$ cat config.mk
export PLATFORM = sky130hd
export DESIGN_NAME = pe_row_sequencer
export DESIGN_NICKNAME = d
export VERILOG_FILES = /design/src/rtl/pe_row_sequencer.sv
export SDC_FILE = /design/constraint.sdc
export NUM_CORES = 1
export LEC_CHECK = 0
export CAP_MARGIN = 15
export CORE_AREA = 2 2 212 214
export DETAILED_ROUTE_END_ITERATION = 16
export DIE_AREA = 0 0 214 216
export GPL_TIMING_DRIVEN = 0
export PLACE_DENSITY_LB_ADDON = 0.05
export SYNTH_ARGS = -nofsm -noshare
export SYNTH_HDL_FRONTEND = slang
export SYNTH_SLANG_ARGS = --single-unit
$ cat constraint.sdc
create_clock -name clk -period 3.7 [get_ports clk]
set_clock_uncertainty 0.1 [all_clocks]
set_input_delay 0.37 -clock clk [delete_from_list [all_inputs] [get_ports clk]]
set_output_delay 0.37 -clock clk [all_outputs]
set_load 0.005 [all_outputs]
$ cat src/rtl/pe_row_sequencer.sv
// Packs 32 serial WIDTH-bit operands into a row bus and sweeps the mux32 select over it.
// Define SEL_DESCEND_EN to stream 31 down to 0 instead of 0 up to 31.
module pe_row_sequencer #(
    parameter int WIDTH = 16
) (
    input  logic                  clk,
    input  logic                  rst,
    input  logic                  in_valid,
    output logic                  in_ready,
    input  logic [WIDTH-1:0]      in_data,
    input  logic                  start,
    input  logic [3:0]            rep_num,
    input  logic                  stall,
    output logic [WIDTH*32-1:0]   row_bus,
    output logic [4:0]            sel,
    output logic                  sel_valid,
    output logic                  busy,
    output logic                  done
);

`ifdef SEL_DESCEND_EN
    localparam logic [4:0] SEL_FIRST = 5'd31;
    localparam logic [4:0] SEL_LAST  = 5'd0;
`else
    localparam logic [4:0] SEL_FIRST = 5'd0;
    localparam logic [4:0] SEL_LAST  = 5'd31;
`endif

    typedef enum logic [1:0] {
        LOAD,
        FULL,
        STREAM
    } state_t;

    state_t      state;
    logic [4:0]  load_cnt;
    logic [3:0]  pass_cnt;
    logic [3:0]  rep_lat;

    always_ff @(posedge clk or posedge rst) begin
        if (rst) begin
            state     <= LOAD;
            row_bus   <= '0;
            sel       <= '0;
            sel_valid <= 1'b0;
            in_ready  <= 1'b1;
            busy      <= 1'b0;
            done      <= 1'b0;
            load_cnt  <= '0;
            pass_cnt  <= '0;
            rep_lat   <= '0;
        end else begin
            done <= 1'b0;
            unique case (state)
                LOAD: begin
                    if (in_valid && in_ready) begin
                        // operand k lands in slice 31-k so that mux32 sel=k picks it
                        row_bus[WIDTH*int'(~load_cnt) +: WIDTH] <= in_data;
                        load_cnt <= load_cnt + 5'd1;
                        if (load_cnt == 5'd31) begin
                            state    <= FULL;
                            in_ready <= 1'b0;
                            busy     <= 1'b1;
                        end
                    end
                end
                FULL: begin
                    if (start) begin
                        rep_lat   <= rep_num;
                        pass_cnt  <= '0;
                        sel       <= SEL_FIRST;
                        sel_valid <= 1'b1;
                        state     <= STREAM;
                    end
                end
                STREAM: begin
                    if (!stall) begin
                        if (sel == SEL_LAST) begin
                            if (pass_cnt == rep_lat) begin
                                state     <= LOAD;
                                done      <= 1'b1;
                                sel_valid <= 1'b0;
                                sel       <= '0;
                                load_cnt  <= '0;
                                in_ready  <= 1'b1;
                                busy      <= 1'b0;
                            end else begin
                                sel      <= SEL_FIRST;
                                pass_cnt <= pass_cnt + 4'd1;
                            end
                        end else begin
`ifdef SEL_DESCEND_EN
                            sel <= sel - 5'd1;
`else
                            sel <= sel + 5'd1;
`endif
                        end
                    end
                end
                default: state <= LOAD;
            endcase
        end
    end

endmodule
* Word-level counts from Yosys, hierarchy flattened
Index checks and enable logic that the tools add are counted.
Storage, ports and cells: register bits after elaboration 536, bits of input ports 25, output and inout port bits 521, logic and storage cells 81
Cells by class: add/sub/neg operators 4, equal/unequal tests 12, shifts and indexed selects 2, multiplexer cells 40, bitwise gates (word level) 1, reductions and logical operators 12
Operator list (count):
- $bwmux 512 | 1
- $shift 16x33->512 const A | 1
- $shiftx 16x33->512 | 1
- $mux 5 | 7
- $neg 32->33 | 1
- $not 5->28 | 1
- $pmux 5 s2 | 2
- $mux 4 | 4
- $mux 1 | 15
- $reduce_and 5->1 | 3
- $ne 2x2->1 const B | 7
- $mux 2 | 6
- $reduce_and 6->1 | 2
- $add 5x1->5 const B | 2
- $eq 5x5->1 const B | 2
- $pmux 4 s2 | 1
- $pmux 1 s2 | 3
- $pmux 2 s3 | 1
- $add 4x1->4 const B | 1
- $eq 4x4->1 | 1
- $reduce_and 2->1 | 2
- $reduce_bool 2->1 | 2
- $reduce_and 3->1 | 1
- $eq 2x1->1 const B | 1
- 3 further kinds | 3

* Logic depth before layout (Yosys ltp)
Gate-level depths: netlist (run 1).
depth in word-level cells 5, gate-level depth with buffers 7, mapped depth without buffers 7

* Worst setup path before layout (run 1)
OpenSTA, ideal clock, no wires.
path kind reg2reg, start point register load_cnt[0], end point register row_bus[0], library setup time 0.079 ns, data arrival time 1.959 ns, required time 3.521 ns, path slack 1.562 ns, cell stages (with the launch flop) 8, buffers on the path 1, period minus slack after synthesis 2.138 ns, cell sequence dfrtp_1 ha_1 and3_1 ha_1 nor4b_4 buf_2 nand2_1 mux2i_1
Between the ends: word-level cells in the longest chain between the ends 4, elaborated cells on any way between the ends 5, classes of those cells add/sub (1); shift (2); mux (1); bitwise (1)
Ends and longest elaborated chain:
- start, declared | line 36 | logic [4:0] load_cnt;
- start signal, assigned | line 59 | load_cnt <= load_cnt + 5'd1;
- $not 5->28 (*) | line 58 | row_bus[WIDTH*int'(~load_cnt) +: WIDTH] <= in_data;
- $neg 32->33 (*) | line 58
- $shiftx 16x33->512 or $shift 16x33->512 (tied branches) | line 58
- $bwmux 512 (*) | line 58
- end signal, assigned by index | line 58
- end, declared | line 14 | output logic [WIDTH*32-1:0] row_bus,
Mark *: on every way between the ends. The rest lies on a longest branch, timed or not. A chain may end at the register's enable or synchronous reset.

* Final worst setup path (run 1)
start point register load_cnt[0], end point register row_bus[15]
Same word-level chain as after synthesis.

==> results by group, run 1 <==
Timing
  – Post-layout minimum cycle time: approximately 2.5 ns
  – Least-Margin Pin Slew: just over 0.7 ns
  – Fmax: between 300 and 400 MHz
  – Max-slew violations: 0
  – Period utilisation layout: about two thirds
  – Fin. Hold Viols: 0
  – Relative slew slack: roughly 52%
  – TNS Setup: 0 ns
  – Unrepaired setup endpoints after global routing: no
  – Setup ws final: ~1.2 ns
  – Final setup violation count: 0

Setup path
  – Slowest stage delay, CP: roughly 0.48 ns
  – Worst reg2reg path startpoint: load_cnt[0]
  – CP Capture Type: flip-flop
  – Setup crit start kind: flip-flop
  – CP Class: reg -> reg
  – CP dominant cell by count: ha_1
  – Worst r2r dst: row_bus[15]
  – Crit path cell chain: ha_1 -> and3_1 -> ha_1 -> nor4b_4 -> buf_2 -> nand2_1 -> mux2i_1
  – R2R setup slack: 1.18 ns
  – CP top delay family: simple AND/OR/NAND/NOR gates
  – Critical path peak fanout: 10
  – CP required: 3.81 ns
  – Register-to-Register Path Depth: 7
  – Critical path arrival: about 2.6 ns
  – Buf/Inv on CP: 1
  – Slowest CP cell: dfrtp_1

Logic synthesis
  – Post-Synthesis Cells: 694
  – Commonest cells post-synth: buf_4 (496), dfrtp_1 (39), nand2_1 (35), mux2i_1 (21), inv_1 (20)
  – Post-synth EDFFs: 0
  – Synthesized cell area: approximately 0.0058 mm2
  – Top_reg_cell synth: dfrtp_1
  – Yosys top cell area share: roughly 65%
  – Area contributors post-synth: buf_4 (65%), dfrtp_1 (17%), mux2i_1 (3.6%), nand2_1 (2.3%), ha_1 (1.3%)
  – Synth unique cells: 39
  – Post-synthesis compound-gate area fraction: approximately 3.1%
  – Mux cell area share after synthesis: under 10%
  – Top-count cell post-synth: buf_4
  – Synth Register Bits: 40
  – Largest family of logic cells by synthesized area: buffers and inverters
  – Yosys warns: 0
  – Simple-gate share of the synthesized area: under 10%
  – Xor/xnor share of the synthesized area: less than 1%
  – Seq/Total Area, Yosys: ~17%
  – Adder-Cell Fraction of Synth Area: 1.30%
  – Ys async rst share: 100%
  – Leading area contributor after synthesis: buf_4
  – Syn_area_per_cell: 8.31 um2

Global routing
  – Largest net degree at the start of global routing: 34
  – Vias in the first global route: approximately 3.4k
  – First-pass GRT wire length: roughly 22000 um
  – GRT overflow: 0
  – Total GRT Usage: ~6.4%
  – Antenna violations before repair: 0

CTS
  – Clock Latency Late Sink: 0.30 ns
  – Post-CTS sizing: 0
  – Setup Buffers After CTS: 0
  – CTS max path bufs: 2
  – CTS sink cnt: 40
  – Clock buffer count from CTS: 5
  – Hold_buf cts: 0
  – H-tree depth: 2
  – Clock root cell: clkbuf_16
  – Clock transition at path regs: 0.07 ns
  – CTS tree: built

Place
  – GPL Wtd Cong: 0.697
  – Detailed placer's ending HPWL: between 10000 and 15000 um
  – Post-place setup slack: around 1.1 ns
  – Number of port buffers: 49

Cells and area
  – Nets@finish: 1277
  – P&R area growth vs syn: 56.3%
  – Number of diodes: 0
  – Filler Cell Count: 4981
  – Layout cells sized above 1: 41.7%

Detailed routing
  – Drt first pass iters: 3
  – # DRC: 0
  – Routed WL: 16200 um
  – Post-route ant nets: 0
  – Vias: approximately 4.2k
  – Post-DR vias/cell: 2.26
  – DR iter-0 viols: slightly above 60
  – WL per Instance: approximately 8.8 um

Floorplan
  – Die Y: between 200 and 250 um
  – Die X-Extent: 214 um
  – Initial Util: 13.2%
  – Boundary pin count: 546
  – Die area: approximately 0.046 mm2
  – Cell Rows: 77
  – CORE AREA: 0.0438 mm2

Worst hold path
  – Hold Path Class: in -> async

Run
  – Max_cap viols: 0

Power and ir drop
  – PwrDens: ~240 mW/mm2
  – Leak Pwr: approximately 0.0057 uW
  – Peak VDD IR: 0.146 mV

Outcome
  – Status: complete, no violations
==> final cells by class <==
class,count,area (um2),share of cell area (%)
clock buffer,7,133,1.47
multi-input combinational,628,2790,31.0
clock inverter,1,5.00,0.0555
sequential,40,1000,11.1
buffer,501,3750,41.7
tap,592,741,8.22
timing repair buffer,50,510,5.66
inverter,20,75.1,0.833
==> placed cells by master (no fill, tap or decap), types with 2 or more instances in the layout <==
master,n
a21o_1,3
a21oi_1,6
a22o_1,4
and3_1,3
buf_2,4
buf_4,496
clkbuf_1,2
clkbuf_16,5
clkdlybuf4s50_1,49
conb_1,496
dfrtp_1,39
ha_1,6
inv_1,19
mux2_2,5
mux2i_1,21
nand2_1,35
nand2b_1,3
nand3_1,7
nand3b_1,2
nor2_1,8
o211ai_1,2
o21ai_0,5
o31ai_1,2
xnor2_1,4
==> sequential cells by signal (all words and copies together) (netlist names) <==
register   flops
sel            5
state          2
sel_valid      1
load_cnt       5
rep_lat        4
busy           1
in_ready       1
done           1
pass_cnt       4
row_bus       16
==> where the power goes <==
part	internal [uW]	switching [uW]	leakage, uW
clock network	250	195	0.0000679
logic	605	469	0.00520
registers	531	95.8	0.000454
==> metrics by stage <==
| step | area, um2 | std cells | utilization [%] | hold WS [ns] | power, uW |
|---|---|---|---|---|---|
| finish | 9010 | 1839 | 20.6 | 0.220 | 2150 |
| global placement | 8860 | 1830 | 20.2 | 0.390 | 1670 |
| CTS | 9010 | 1839 | 20.6 | 0.218 | 2150 |
| floorplan | 7620 | 1189 | - | 0.366 | 1380 |
| detailed placement | 8880 | 1831 | 20.2 | 0.396 | 1670 |
| global route | 9010 | 1839 | 20.6 | 0.231 | 2330 |
==> worst max path at each step <==
| stage | start | endpoint | slack (ns) | cells after the start |
|---|---|---|---|---|
| 2_1_floorplan | load_cnt[0] | row_bus[0] | 1.56 | 7 |
| 3_3_place_gp | rst | done | 0.95 | 2 |
| 3_5_place_dp | load_cnt[0] | row_bus[15] | 1.08 | 7 |
| 4_1_cts | load_cnt[0] | row_bus[15] | 1.06 | 7 |
| 5_1_grt | load_cnt[0] | row_bus[15] | 0.92 | 7 |
| 6_report | load_cnt[0] | row_bus[15] | 1.18 | 7 |
==> logic make-up (layout without fill, tap and decap cells) <==
logic type / Yosys count / after routing
buf+inv: 521 / 579
simple gates: 67 / 67
flops: 40 / 40
compound gates: 27 / 27
mux: 27 / 27
fa+ha+maj: 6 / 6
xor+xnor: 5 / 5
other cells: 1 / 496
==> per-layer routing <==
metal  up-vias  global-route usage (%)  share of wire, %  wire [um]
met5         -                       0                 0          0
met4         0                   0.629              0.36         58
met3         6                    2.76               9.7       1570
met2       229                    13.5                59       9540
met1      1648                    5.75                31       5030
li1       2271                       -                 -          -
(Power assumes the default switching activity.)
==> run 2: changes to the inputs <==
--- a/config.mk
+++ b/config.mk
@@ -6,9 +6,9 @@
 export NUM_CORES = 1
 export LEC_CHECK = 0
 export CAP_MARGIN = 15
-export CORE_AREA = 2 2 212 214
+export CORE_AREA = 2 2 210 212
 export DETAILED_ROUTE_END_ITERATION = 16
-export DIE_AREA = 0 0 214 216
+export DIE_AREA = 0 0 212 214
 export GPL_TIMING_DRIVEN = 0
 export PLACE_DENSITY_LB_ADDON = 0.05
 export SYNTH_ARGS = -nofsm -noshare
==> constraint.sdc (replaced) <==
create_clock -name clk -period 2.45 [get_ports clk]
set_clock_uncertainty 0.1 [all_clocks]
set_input_delay 0.245 -clock clk [delete_from_list [all_inputs] [get_ports clk]]
set_output_delay 0.245 -clock clk [all_outputs]
set_load 0.005 [all_outputs]
==> results by group, run 2 (synthesis gave the netlist of run 1 again) <==
Cells and area
  – Commonest cells after routing, fill and taps aside: buf_4 (502), conb_1 (496), clkdlybuf4s50_1 (49), dfrtp_1 (38), nand2_1 (35)
  – Layout cells sized above 1: a little over two fifths
  – Nets@finish: around 1.3k
  – Reg with most FFs: row_bus
  – Number of diodes: 0
  – Commonest non-fill, non-tap cell in the layout: buf_4
  – Largest regs: row_bus (16), load_cnt (5), sel (5)
  – Finished Layout Cells: ~1.8k
  – Post-route cell area: just over 0.009 mm2
  – P&R area growth vs syn: 57.7%
  – Max reg flops: 16

Floorplan
  – Cell Rows: 76
  – Die X-Extent: 212 um
  – CORE AREA: 0.0429 mm2
  – Initial Util: 13.4%
  – Boundary pin count: around 550
  – Die Y: 214 um
  – Die area: approximately 0.045 mm2

Timing
  – Unrepaired setup endpoints after global routing: no
  – Max-slew violations: 0
  – Post-layout minimum cycle time: 2.24 ns
  – Fin. Hold Viols: 0
  – Relative slew slack: 61.4%
  – Fmax: approximately 450 MHz
  – TNS Setup: 0 ns
  – Period utilisation layout: roughly nine tenths
  – Final setup violation count: 0
  – Least-Margin Pin Slew: between 0.5 and 0.6 ns

Global routing
  – Total GRT Usage: under 10%
  – Largest net degree at the start of global routing: 32
  – First-pass GRT wire length: ~22000 um
  – Vias in the first global route: 3353
  – GRT overflow: 0
  – Antenna violations before repair: 0

Worst hold path
  – Hold Path Class: in -> async

CTS
  – Clock transition at path regs: approximately 0.070 ns
  – Clock buffer count from CTS: 5
  – Clock root cell: clkbuf_16
  – Clock Latency Late Sink: 0.30 ns
  – Hold_buf cts: 0
  – CTS tree: built
  – CTS sink cnt: 40
  – H-tree depth: 2
  – CTS max path bufs: 2

Setup path
  – Critical path arrival: 2.35 ns
  – Setup crit start kind: flip-flop
  – CP Class: reg -> reg
  – Critical path peak fanout: 10
  – CP required: 2.56 ns
  – CP Capture Type: flip-flop

Power and ir drop
  – PwrDens: between 300 and 400 mW/mm2
  – Combinational fraction of design power: between 40% and 50%
  – Post-layout power: 3420 uW
  – Sw Pwr: 1160 uW
  – Clk network pwr share: 23.6%
  – Sw frac: about a third
  – P_int: 2270 uW
  – Flop pwr share: 27.4%
  – Leak Pwr: approximately 0.0058 uW
  – Peak VDD IR: around 0.31 mV

Detailed routing
  – Routed WL: approximately 16000 um
  – DR iter-0 viols: between 90 and 100
  – # DRC: 0
  – Post-DR vias/cell: about 2.3
  – Post-route ant nets: 0
  – Drt first pass iters: 4
  – WL per Instance: 8.91 um
  – Vias: approximately 4.2k

Place
  – Detailed placer's ending HPWL: 15000 um
  – Dpl cells: between 1.5k and 2k
  – Placed cell area: 0.00887 mm2
  – Number of port buffers: about 50
  – GPL Wtd Cong: 0.685

Outcome
  – Status: complete, no violations

Run
  – Max_cap viols: 0
==> run 2: worst paths after layout <==
check | startpoint | end | slack, ns | cells past startpoint
max reg2reg | load_cnt[1] | row_bus[1] | 0.21 | 8
min | rst | row_bus[15] | 0.12 | 2
min reg2reg | pass_cnt[3] | pass_cnt[3] | 0.40 | 1
max in group asynchronous | rst | in_ready | 1.61 | 3
max | load_cnt[1] | row_bus[1] | 0.21 | 8
min in group clk | pass_cnt[3] | pass_cnt[3] | 0.40 | 1
==> run 2: worst max-delay path, cell delays in order (launching register included) <==
cell and delay (ns):
dfrtp_1 0.44, ha_1 0.24, and3_1 0.20, ha_1 0.33, nor4b_4 0.28, buf_4 0.17
clkbuf_4 0.20, nand2_1 0.07, mux2i_1 0.12
==> run 2: area by class of cell <==
| type | count | area [um2] |
|---|---|---|
| fill | 4856 | 33800 |
| buffer | 501 | 3760 |
| multi-input combinational | 628 | 2790 |
| sequential | 40 | 1000 |
| tap | 585 | 732 |
| timing repair buffer | 56 | 556 |
| clock buffer | 6 | 139 |
| inverter | 20 | 75.1 |
| clock inverter | 2 | 38.8 |
==> run 2: power groups by stage <==
stage          combinational, uW  clock [uW]  sequential (uW)
4_1_cts                     1590         855              949
3_3_place_gp                1570           0              960
6_report                    1680         809              937
3_5_place_dp                1560           0              957
5_1_grt                     1880         878              964
2_1_floorplan               1150           0              933
==> run 2: per-layer routing <==
metal | GRT usage (%) | part of all wire, %
met1 | 5.71 | 30
met2 | 14.6 | 59
met3 | 2.27 | 10
met4 | 0.634 | 0.29
met5 | 0 | 0
==> run 2: through the flow <==
step / util, % / setup WS (ns) / hold WS, ns
2_1_floorplan: - / 0.312 / 0.279
4_1_cts: 21.1 / 0.0526 / 0.115
5_1_grt: 21.2 / 0.0157 / 0.126
3_5_place_dp: 20.7 / -0.160 / 0.393
6_report: 21.2 / 0.207 / 0.124
3_3_place_gp: 20.6 / -0.180 / 0.391
==> run 2: what timing repair did <==
action                     in CTS  in global routing
pin swaps                       1                  1
buffers inserted                2                  4
gates resized for setup         0                  2
hold endpoints to repair        0                  0
setup endpoints to repair      10                 10
==> run 3: changes to the inputs <==
--- a/config.mk
+++ b/config.mk
@@ -14,3 +14,4 @@
 export SYNTH_ARGS = -nofsm -noshare
 export SYNTH_HDL_FRONTEND = slang
 export SYNTH_SLANG_ARGS = --single-unit
+export TNS_END_PERCENT = 50
==> results of run 3 <==
Same layout as run 2: the final DEF is identical, and so are final timing and power.
